`config.mk`:
```
export PLATFORM = sky130hd
export DESIGN_NAME = qpu_sleep_ctrl
export DESIGN_NICKNAME = d
export VERILOG_FILES = /design/src/rtl/qpu_sleep_ctrl_pkg.sv /design/src/rtl/qpu_sleep_ctrl_act_hold.sv /design/src/rtl/qpu_sleep_ctrl.sv
export SDC_FILE = /design/constraint.sdc
export NUM_CORES = 1
export LEC_CHECK = 0
export BUFFER_PORTS_ARGS = -buffer_cell sky130_fd_sc_hd__clkbuf_2
export CORE_MARGIN = 8
export CORE_UTILIZATION = 25
export DETAILED_ROUTE_END_ITERATION = 6
export PLACE_DENSITY = 0.54
export SYNTH_ARGS = -nofsm -noshare
export SYNTH_HDL_FRONTEND = slang
export SYNTH_SLANG_ARGS = --single-unit
```
`constraint.sdc`:
```
create_clock -name clk -period 1.82 [get_ports clk]
set_input_delay 0.091 -clock clk [delete_from_list [all_inputs] [get_ports clk]]
set_output_delay 0.091 -clock clk [all_outputs]
set_load 0.1 [all_outputs]
```
`src/rtl/qpu_sleep_ctrl_pkg.sv`:
```
// Shared types and defaults for the core-side WFI/sleep sequencer.
package qpu_sleep_ctrl_pkg;

  // Sleep sequencer states.
  typedef enum logic [1:0] {
    SLP_RUN   = 2'b00,
    SLP_DRAIN = 2'b01,
    SLP_SLEEP = 2'b10,
    SLP_WAKE  = 2'b11
  } slp_state_e;

  localparam int unsigned DEF_HOLD_CYC = 4;
  localparam int unsigned DEF_WAKE_CYC = 2;
  localparam int unsigned DEF_CNT_W    = 3;

  // Any wake source: a pending interrupt or a debug halt request.
  function automatic logic isWakeSrc(input logic irq, input logic dbg);
    return irq | dbg;
  endfunction

endpackage

```
`src/rtl/qpu_sleep_ctrl_act_hold.sv`:
```
// Busy-to-active hysteresis: keeps a unit's active flag high for HOLD_CYC
// cycles after its busy drops, so the gated clock does not chatter.
module qpu_sleep_ctrl_act_hold #(
  parameter int unsigned HOLD_CYC = 4,
  parameter int unsigned CNT_W    = 3
) (
  input  logic clk,
  input  logic rst_n,
  input  logic i_busy,
  output logic o_active
);

  localparam logic [CNT_W-1:0] HOLD_VAL = CNT_W'(HOLD_CYC);
  localparam logic [CNT_W-1:0] ONE      = CNT_W'(1);

  logic [CNT_W-1:0] r_cnt;

  // Reload on busy, otherwise count down and stop at zero.
  always_ff @(posedge clk or negedge rst_n) begin
    if (!rst_n) begin
      r_cnt <= HOLD_VAL;
    end else if (i_busy) begin
      r_cnt <= HOLD_VAL;
    end else if (r_cnt != '0) begin
      r_cnt <= r_cnt - ONE;
    end
  end

  assign o_active = i_busy | (r_cnt != '0);

endmodule

```
`src/rtl/qpu_sleep_ctrl.sv`:
```
// Core-side WFI/sleep sequencer: halts IFU on a committed WFI, waits for the
// EXU/LSU/BIU to drain, sleeps, and wakes on interrupt or debug halt.
module qpu_sleep_ctrl
  import qpu_sleep_ctrl_pkg::*;
#(
  parameter int unsigned HOLD_CYC = DEF_HOLD_CYC,
  parameter int unsigned WAKE_CYC = DEF_WAKE_CYC,
  parameter int unsigned CNT_W    = DEF_CNT_W
) (
  input  logic clk,
  input  logic rst_n,
  input  logic wfi_req,
  output logic wfi_ack,
  output logic ifu_halt_req,
  input  logic ifu_halt_ack,
  input  logic exu_busy,
  input  logic lsu_busy,
  input  logic biu_busy,
  input  logic irq_pend,
  input  logic dbg_halt,
  output logic core_wfi,
  output logic exu_active,
  output logic lsu_active,
  output logic biu_active,
  output logic wake_evt
);

  localparam logic [CNT_W-1:0] WAKE_VAL = CNT_W'(WAKE_CYC);
  localparam logic [CNT_W-1:0] ONE      = CNT_W'(1);

  slp_state_e       r_state;
  slp_state_e       w_nextState;
  logic [CNT_W-1:0] r_wakeCnt;
  logic [CNT_W-1:0] w_wakeCntNext;
  logic             r_wfiAck;
  logic             r_ifuHalt;
  logic             r_coreWfi;
  logic             r_wakeEvt;
  logic             w_wfiAckNext;
  logic             w_ifuHaltNext;
  logic             w_coreWfiNext;
  logic             w_wakeEvtNext;
  logic             w_wake;
  logic             w_drained;

  assign w_wake    = isWakeSrc(irq_pend, dbg_halt);
  assign w_drained = ifu_halt_ack & ~exu_busy & ~lsu_busy & ~biu_busy;

  // Next-state and next-output decode. The wake counter holds the number of
  // WAKE cycles still to run; a value of 0 or 1 means this is the last one,
  // so WAKE_CYC=0 still gives a single WAKE cycle. The request is ignored in
  // the cycle its acknowledge is visible, since EXU is still holding it then.
  always_comb begin
    w_nextState   = r_state;
    w_wakeCntNext = r_wakeCnt;
    w_wfiAckNext  = 1'b0;
    w_wakeEvtNext = 1'b0;
    unique case (r_state)
      SLP_RUN: begin
        if (wfi_req && !r_wfiAck) begin
          if (w_wake) begin
            w_wfiAckNext = 1'b1;
          end else begin
            w_nextState = SLP_DRAIN;
          end
        end
      end
      SLP_DRAIN: begin
        if (w_wake) begin
          w_nextState   = SLP_WAKE;
          w_wakeCntNext = WAKE_VAL;
        end else if (w_drained) begin
          w_nextState = SLP_SLEEP;
        end
      end
      SLP_SLEEP: begin
        if (w_wake) begin
          w_nextState   = SLP_WAKE;
          w_wakeCntNext = WAKE_VAL;
          w_wakeEvtNext = 1'b1;
        end
      end
      SLP_WAKE: begin
        if (r_wakeCnt <= ONE) begin
          w_nextState   = SLP_RUN;
          w_wakeCntNext = '0;
          w_wfiAckNext  = 1'b1;
        end else begin
          w_wakeCntNext = r_wakeCnt - ONE;
        end
      end
      default: begin
        w_nextState = SLP_RUN;
      end
    endcase
    w_ifuHaltNext = (w_nextState != SLP_RUN);
    w_coreWfiNext = (w_nextState == SLP_SLEEP);
  end

  // State, wake counter and registered outputs.
  always_ff @(posedge clk or negedge rst_n) begin
    if (!rst_n) begin
      r_state   <= SLP_RUN;
      r_wakeCnt <= '0;
      r_wfiAck  <= 1'b0;
      r_ifuHalt <= 1'b0;
      r_coreWfi <= 1'b0;
      r_wakeEvt <= 1'b0;
    end else begin
      r_state   <= w_nextState;
      r_wakeCnt <= w_wakeCntNext;
      r_wfiAck  <= w_wfiAckNext;
      r_ifuHalt <= w_ifuHaltNext;
      r_coreWfi <= w_coreWfiNext;
      r_wakeEvt <= w_wakeEvtNext;
    end
  end

  assign wfi_ack      = r_wfiAck;
  assign ifu_halt_req = r_ifuHalt;
  assign core_wfi     = r_coreWfi;
  assign wake_evt     = r_wakeEvt;

  qpu_sleep_ctrl_act_hold #(.HOLD_CYC(HOLD_CYC), .CNT_W(CNT_W)) u_exuHold (
    .clk      (clk),
    .rst_n    (rst_n),
    .i_busy   (exu_busy),
    .o_active (exu_active)
  );

  qpu_sleep_ctrl_act_hold #(.HOLD_CYC(HOLD_CYC), .CNT_W(CNT_W)) u_lsuHold (
    .clk      (clk),
    .rst_n    (rst_n),
    .i_busy   (lsu_busy),
    .o_active (lsu_active)
  );

  qpu_sleep_ctrl_act_hold #(.HOLD_CYC(HOLD_CYC), .CNT_W(CNT_W)) u_biuHold (
    .clk      (clk),
    .rst_n    (rst_n),
    .i_busy   (biu_busy),
    .o_active (biu_active)
  );

endmodule

```
Word-level counts from Yosys, hierarchy flattened. Cells that the tools add are included.

Bits in registers: 18. Input bits: 9. Output and inout bits: 7. Word-level logic and storage cells: 63.

$add $sub $neg: 4. Magnitude comparators: 1. Eq/ne operators: 5. Multiplexer cells: 21. Bitwise logic cells: 10. Reductions and logical operators: 13.

Operators by type and width (count): 2-to-1 mux 3 bit (8); 2-to-1 mux 2 bit (6); subtractor 3 x 1 -> 3 bit (second input constant) (4); nonzero test 2 bit (5); nonzero test 3 bit (3); case mux 2 bit (4 select lines) (1); equality test 2 bit (second input constant) (3); case mux 3 bit (2 select lines) (1); 2-to-1 mux 1 bit (4); OR 1 bit (4); bitwise AND 1 bit (3); less-or-equal comparator 3 x 1 -> 1 bit (second input constant) (1); NOT 1 bit (3); equality test 2 x 1 -> 1 bit (second input constant) (1); logical NOT 2 bit (1); != test 2 x 1 -> 1 bit (second input constant) (1); case mux 1 bit (2 select lines) (1); AND reduction 2 bit (1); OR reduction 2 bit (1); logical AND 1 bit (1); logical NOT 1 bit (1).

Logic depth before layout (Yosys ltp). Gate-level depths: netlist (run 1).

Depth after elaboration: 8. Depth in mapped cells: 6.

Hierarchy. From an unflattened synthesis (run 1), not the netlist that was laid out.

Cells, all modules: 112. Area total of the unflattened synthesis: 1157.4 um2.

Modules (own cells, without submodules): qpu_sleep_ctrl (instances 1, cells an instance 61, area an instance 594.3 um2, seq. area each 225.2 um2); qpu_sleep_ctrl_act_hold (instances 3, cells an instance 17, area an instance 187.7 um2, seq. area each 76.3 um2).

Least setup slack after synthesis (run 1). Ideal clock, no wire load.

Path kind: register -> register. Start point: register r_state[0]. End point: register r_wakeCnt[2]. Data arrival time: 1.584 ns. Data required time: 1.699 ns. Setup slack: 0.115 ns. Stages on the path, launching flop included: 7. Path buffers: 0. Clock period less this slack: 1.705 ns. Cells stage by stage: dfrtp_1 > inv_1 > ha_1 > or3b_2 > nand3_1 > mux2i_1 > a22o_1.

Longest elaborated chain between the ends: 4.

Ends and longest elaborated chain: from (decl) (RTL line qpu_sleep_ctrl.sv:31) `slp_state_e r_state;`; from (signal assigned) (RTL line qpu_sleep_ctrl.sv:110) `r_state <= w_nextState;`; equality test 2 bit / equality test 2 x 1 -> 1 bit (equally long branches) (RTL line qpu_sleep_ctrl.sv:58) `unique case (r_state)`; OR reduction 2 bit (no line); != test 2 x 1 -> 1 bit (no line) / nonzero test 2 bit (equally long branches); AND reduction 2 bit (no line); to (signal assigned) (RTL line qpu_sleep_ctrl.sv:111) `r_wakeCnt <= w_wakeCntNext;`; to (decl) (RTL line qpu_sleep_ctrl.sv:33) `logic [CNT_W-1:0] r_wakeCnt;`.

Parallel ways exist; a longest one is shown, timed or not. A chain may end at the register's enable or synchronous reset.

Worst setup path in the final report (run 1).
Start point: register r_state[1]. End point: register r_ifuHalt, in the netlist ifu_halt_req.

RTL lines: equality test 2 bit (tied with other cells) (RTL line qpu_sleep_ctrl.sv:58); case mux 2 bit (4 select lines) (*) (RTL line qpu_sleep_ctrl.sv:58); net w_nextState[0] (RTL line qpu_sleep_ctrl.sv:32) `slp_state_e w_nextState;`; nonzero test 2 bit (*) (RTL line qpu_sleep_ctrl.sv:96) `w_ifuHaltNext = (w_nextState != SLP_RUN);`; net w_ifuHaltNext (RTL line qpu_sleep_ctrl.sv:40) `logic w_ifuHaltNext;`; to (signal assigned) (RTL line qpu_sleep_ctrl.sv:113) `r_ifuHalt <= w_ifuHaltNext;`; to (decl) (RTL line qpu_sleep_ctrl.sv:36) `logic r_ifuHalt;`.

The timed path passes the listed nets; every way through them passes the cells marked *.

==> qor.csv, run 1 <==
metric,value,unit
outcome,"complete, no violations",
diodes,0,
setup_viol,0,
placed_cell_area,1214,um^2
hold_viol_final,0,
worstHoldPathType,in -> reg,
grt_pass1_wl,3746,um
drt_pass1_iterations,4,
cts_buffer_depth,2,
die_h,81.15,um
async_flop_share,1.000,
post-route-period-util,0.9681,
synth_nets,127,
cp.arrival,1.91,ns
drive_above_1_share,0.2923,
rrSetupSlack,0.06,ns
setup_tns,0,ns
holdPathStages,2,
grt_max_degree,19,
drt-total-wl,2307,um
start_kind,flip-flop,
fmax,567.6,MHz
track_usage,0.07167,
ys_seq_elements,18,
final_cell_mix,"inv_1, dfrtp_1, ha_1, clkbuf_2, nor2_1",
synth_cells,105,
drv_slew,0,
grt_pass1_vias,827,
avgSynthCellArea,10.10,um^2
crit_type,reg -> reg,
worst_setup_path_end_kind,flip-flop,
htree_num_levels,1,
synth_edf_count,0,
final_area,1314,um^2
cts-buffers-inserted,3,
yosysSeqAreaShare,0.4281,
antenna_found_initial,0,
drv_cap,0,
gp_congestion,0.7646,
first_iter_violations,38,
dieArea,6585,um^2
final_cells,180,
cts_root_buf,clkbuf_8,
cp.required,1.97,ns
clock_skew,0.002700,ns
leakagePower,0.6170,nW
yosysWarnings,0,
fillerInstances,414,
power-per-cell-area,1789,nW/um^2
worstMarginPinSlew,0.5464,ns
ir_drop,0.0007696,V
setup_ws,0.05807,ns
ant_nets,0,
io_pins,16,
start_util,0.2615,
core_region_area,4058,um^2
cts_tree,built,
nNetsFinal,153,
slew_headroom,0.6373,
overflow,0,
vias,838,
r2r_cells,6,
dp_cells,172,
dp_worst_setup_slack,0.007193,ns
wire_per_inst,12.82,um
path_clk_slew,0.07,ns
area_growth,23.82,%
path_max_fanout,4,
ys.flop_type,dfrtp_1,
fin_util,0.3238,
clock_latency,0.26,ns
min_period,1.762,ns
clock_sinks,18,
synthDistinctLibCells,33,
drcViolationCount,0,
numPortBuffers,15,
num_rows,23,
dp_hpwl,1694,um
avgViaCountPerCell,4.656,
synthesis.area,1061,um^2
fp.dieW,81.15,um
## critical path, cell delays in order (launching register included)
cell and delay [ns]:
dfrtp_1 0.39, inv_1 0.10, ha_1 0.21, o21a_1 0.11
or4_1 0.48, o211a_1 0.17, a31o_1 0.19
## metrics by stage
stage	hold slack, ns	total power [W]
final	0.05004	0.002350
after global routing	0.06566	0.002535
after CTS	0.04099	0.002311
after detailed placement	0.07385	0.001955
after global placement	0.05746	0.001887
after floorplan	-0.2046	0.001674
## cells in the mapped netlist, types with 2 or more instances
library cell  count  area [um^2]
dfrtp_1          15        375.4
inv_1            15        56.30
ha_1             13        162.7
nor2_1           10        37.54
a21oi_1           6        30.03
o31ai_1           4        30.03
a211oi_1          3        22.52
dfstp_2           3        78.83
nand2_1           3        11.26
nand2b_1          3        18.77
o21ai_0           3        15.01
or2_2             3        18.77
xnor2_1           3        26.28
o21a_1            2        15.01
## where the power goes
part | switching [W] | internal (W) | total [W]
clock | 0.000139 | 0.000192 | 0.000332
sequential | 0.000112 | 0.000580 | 0.000692
combinational | 0.000838 | 0.000488 | 0.00133
total | 0.00109 | 0.00126 | 0.00235
## flip-flops by register name, indices dropped and copies added, names as in the netlist, 2 cells and up
name             count
u_biuHold.r_cnt      3
u_exuHold.r_cnt      3
u_lsuHold.r_cnt      3
r_state              2
r_wakeCnt            3
## layer usage
metal	global-route usage	part of all wire	vias to the layer above	wire [um]
met4	0.01071	0.016	0	38
met1	0.07932	0.43	403	986
met3	0.03201	0.049	6	113
li1	-	-	413	-
met5	0	0	-	0
met2	0.1259	0.51	16	1168
## repair_timing
item	in CTS	in global routing
buffers inserted	0	3
resized for setup	1	8
hold buffers	1	0
endpoints found under the hold margin	15	0
endpoints found under the setup margin	1	9
## path summary, 6_finish.rpt
check | from | endpoint
max in group asynchronous | rst_n | u_biuHold.r_cnt[2]
worst min-delay path | biu_busy | u_biuHold.r_cnt[0]
worst max register to register | r_state[1] | ifu_halt_req
min in group asynchronous | rst_n | r_state[0]
worst max-delay path | r_state[1] | ifu_halt_req
worst min register to register | u_exuHold.r_cnt[0] | u_exuHold.r_cnt[0]
## layout make-up
cell class / instances / area [um^2] / share of cell area
clock buffer: 4 / 55.05 / 0.04190
sequential: 18 / 454.2 / 0.3457
timing repair buffer: 21 / 122.6 / 0.09333
tap: 50 / 62.56 / 0.04762
inverter: 15 / 56.30 / 0.04286
multi-input combinational: 72 / 563.0 / 0.4286
## kinds of logic after synthesis
| logic type | count (synthesis) | share of synthesized area |
|---|---|---|
| AO/OA/AOI/OAI | 26 | 0.1757 |
| XOR/XNOR | 3 | 0.02477 |
| adder cells (fa/ha/maj) | 13 | 0.1533 |
| buffers and inverters | 15 | 0.05306 |
| flip-flops | 18 | 0.4281 |
| multiplexers | 1 | 0.009434 |
| AND/OR/NAND/NOR | 29 | 0.1557 |
Note: power is estimated with default switching activity, not from simulation.
==> run 2, diff against run 1 <==
--- a/config.mk
+++ b/config.mk
@@ -9,7 +9,7 @@
 export CORE_MARGIN = 8
 export CORE_UTILIZATION = 25
 export DETAILED_ROUTE_END_ITERATION = 6
-export PLACE_DENSITY = 0.54
+export RECOVER_POWER = 50
 export SYNTH_ARGS = -nofsm -noshare
 export SYNTH_HDL_FRONTEND = slang
 export SYNTH_SLANG_ARGS = --single-unit
==> qor.csv, run 2 (same netlist as run 1, synthesis figures left out) <==
metric,value,unit
outcome,"complete, no violations",
final_cell_mix,"dfrtp_1, inv_1, ha_1",
r2r_start,r_state[1],
fmax,569.0,MHz
worstReg2RegEnd,ifu_halt_req,
cts_root_buf,clkbuf_8,
overflow,0,
clock_sinks,18,
vias,844,
clock_skew,0.001389,ns
start_util,0.2615,
ir_drop,0.0005453,V
min_to,u_exuHold.r_cnt[0],
dp_hpwl,1649,um
worstPathCellList,inv_2 > ha_1 > o21a_1 > or4_1 > o211a_1 > a31o_1,
cp.arrival,1.90,ns
hp-start,exu_busy,
final_area,1306,um^2
rsz0062_at_grt,false,
hold_viol_final,0,
layout_commonest_cell,dfrtp_1,
drv_slew,0,
cts_buffer_depth,2,
drive_above_1_share,0.2923,
ant_nets,0,
post-route-period-util,0.9656,
path_max_fanout,5,
io_pins,16,
slew_headroom,0.3450,
worstHoldPathType,in -> reg,
min_period,1.757,ns
power-per-cell-area,1793,nW/um^2
worst_setup_path_end_kind,flip-flop,
fin_util,0.3219,
dp_cells,172,
avgViaCountPerCell,4.689,
grt_pass1_wl,3505,um
setup_viol,0,
numPortBuffers,15,
start_kind,flip-flop,
dieArea,6585,um^2
drt_pass1_iterations,4,
grt_max_degree,19,
leakagePower,0.6089,nW
crit_type,reg -> reg,
multiInputGateArea,555.5,um^2
drt-total-wl,2169,um
placed_cell_area,1214,um^2
worstMarginPinSlew,0.9825,ns
final_cells,180,
first_iter_violations,21,
setup_tns,0,ns
die_h,81.15,um
rrSetupSlack,0.06,ns
drv_cap,0,
area_growth,23.11,%
clock_latency,0.26,ns
hold_ws,0.04635,ns
grt_pass1_vias,849,
wire_per_inst,12.05,um
seqCellArea,455.4,um^2
num_rows,23,
crit_slowest_cell,or4_1,
nNetsFinal,153,
track_usage,0.06852,
htree_num_levels,1,
cp.required,1.97,ns
drcViolationCount,0,
r2r_cells,6,
path_clk_slew,0.07,ns
holdPathStages,2,
fp.dieW,81.15,um
cts-buffers-inserted,3,
antenna_found_initial,0,
cts_tree,built,
gp_congestion,0.7162,
core_region_area,4058,um^2
cp_slowest_stage_delay,0.47,ns
diodes,0,
fillerInstances,419,
[run 2: cell counts in the layout (fill, tap and decap cells not counted)]
Identical to the previous run, type by type.
[run 2: critical path: cells and delay by family (launching register included)]
| kind | cells | cell delay [ns] |
|---|---|---|
| compound gates | 3 | 0.47 |
| buf+inv | 1 | 0.07 |
| fa+ha+maj | 1 | 0.20 |
| simple gates | 1 | 0.47 |
| flops | 1 | 0.42 |
[run 2: area by class of cell]
| type | instances | share of cell area |
|---|---|---|
| Clock buffer | 4 | 0.04215 |
| Multi-Input combinational cell | 72 | 0.4253 |
| Sequential cell | 18 | 0.3487 |
| Inverter | 15 | 0.04310 |
| Timing Repair Buffer | 21 | 0.09291 |
| Tap cell | 50 | 0.04789 |
[run 2: repair_timing]
| action | in CTS | in global routing |
|---|---|---|
| hold endpoints to repair | 15 | 0 |
| setup buffers | 0 | 3 |
| hold buffers | 1 | 0 |
| resized for setup | 1 | 8 |
| setup endpoints to repair | 1 | 8 |
| pin swaps | 0 | 0 |
[run 2: power breakdown]
group / switching [W] / internal (W)
combinational: 0.000820 / 0.000493
clock: 0.000132 / 0.000192
sequential: 0.000121 / 0.000583
[run 2: how the worst max path moves through the flow]
stage / from / endpoint / slack, ns / cells past startpoint
floorplan: r_state[0] / r_wakeCnt[2] / 0.11 / 6
global placement: r_state[0] / r_wakeCnt[2] / 0.06 / 6
detailed placement: r_state[0] / r_wakeCnt[2] / 0.005 / 6
CTS: r_state[1] / r_wakeCnt[2] / 0.02 / 6
global route: r_state[1] / ifu_halt_req / 0.001 / 6
finish: r_state[1] / ifu_halt_req / 0.06 / 6
[run 2: layer usage]
metal	vias to the layer above	track usage	wire length, um
li1	419	-	-
met1	403	0.06906	919
met2	18	0.1195	1126
met3	4	0.01987	76
met4	0	0.04821	46
met5	-	0	0
[run 2: through the flow]
step                      setup slack [ns]  power [W]
final                              0.06254   0.002342
after global routing              0.001285   0.002515
after CTS                          0.02345   0.002283
after detailed placement          0.004655   0.001943
after global placement             0.06024   0.001881
after floorplan                     0.1147   0.001674
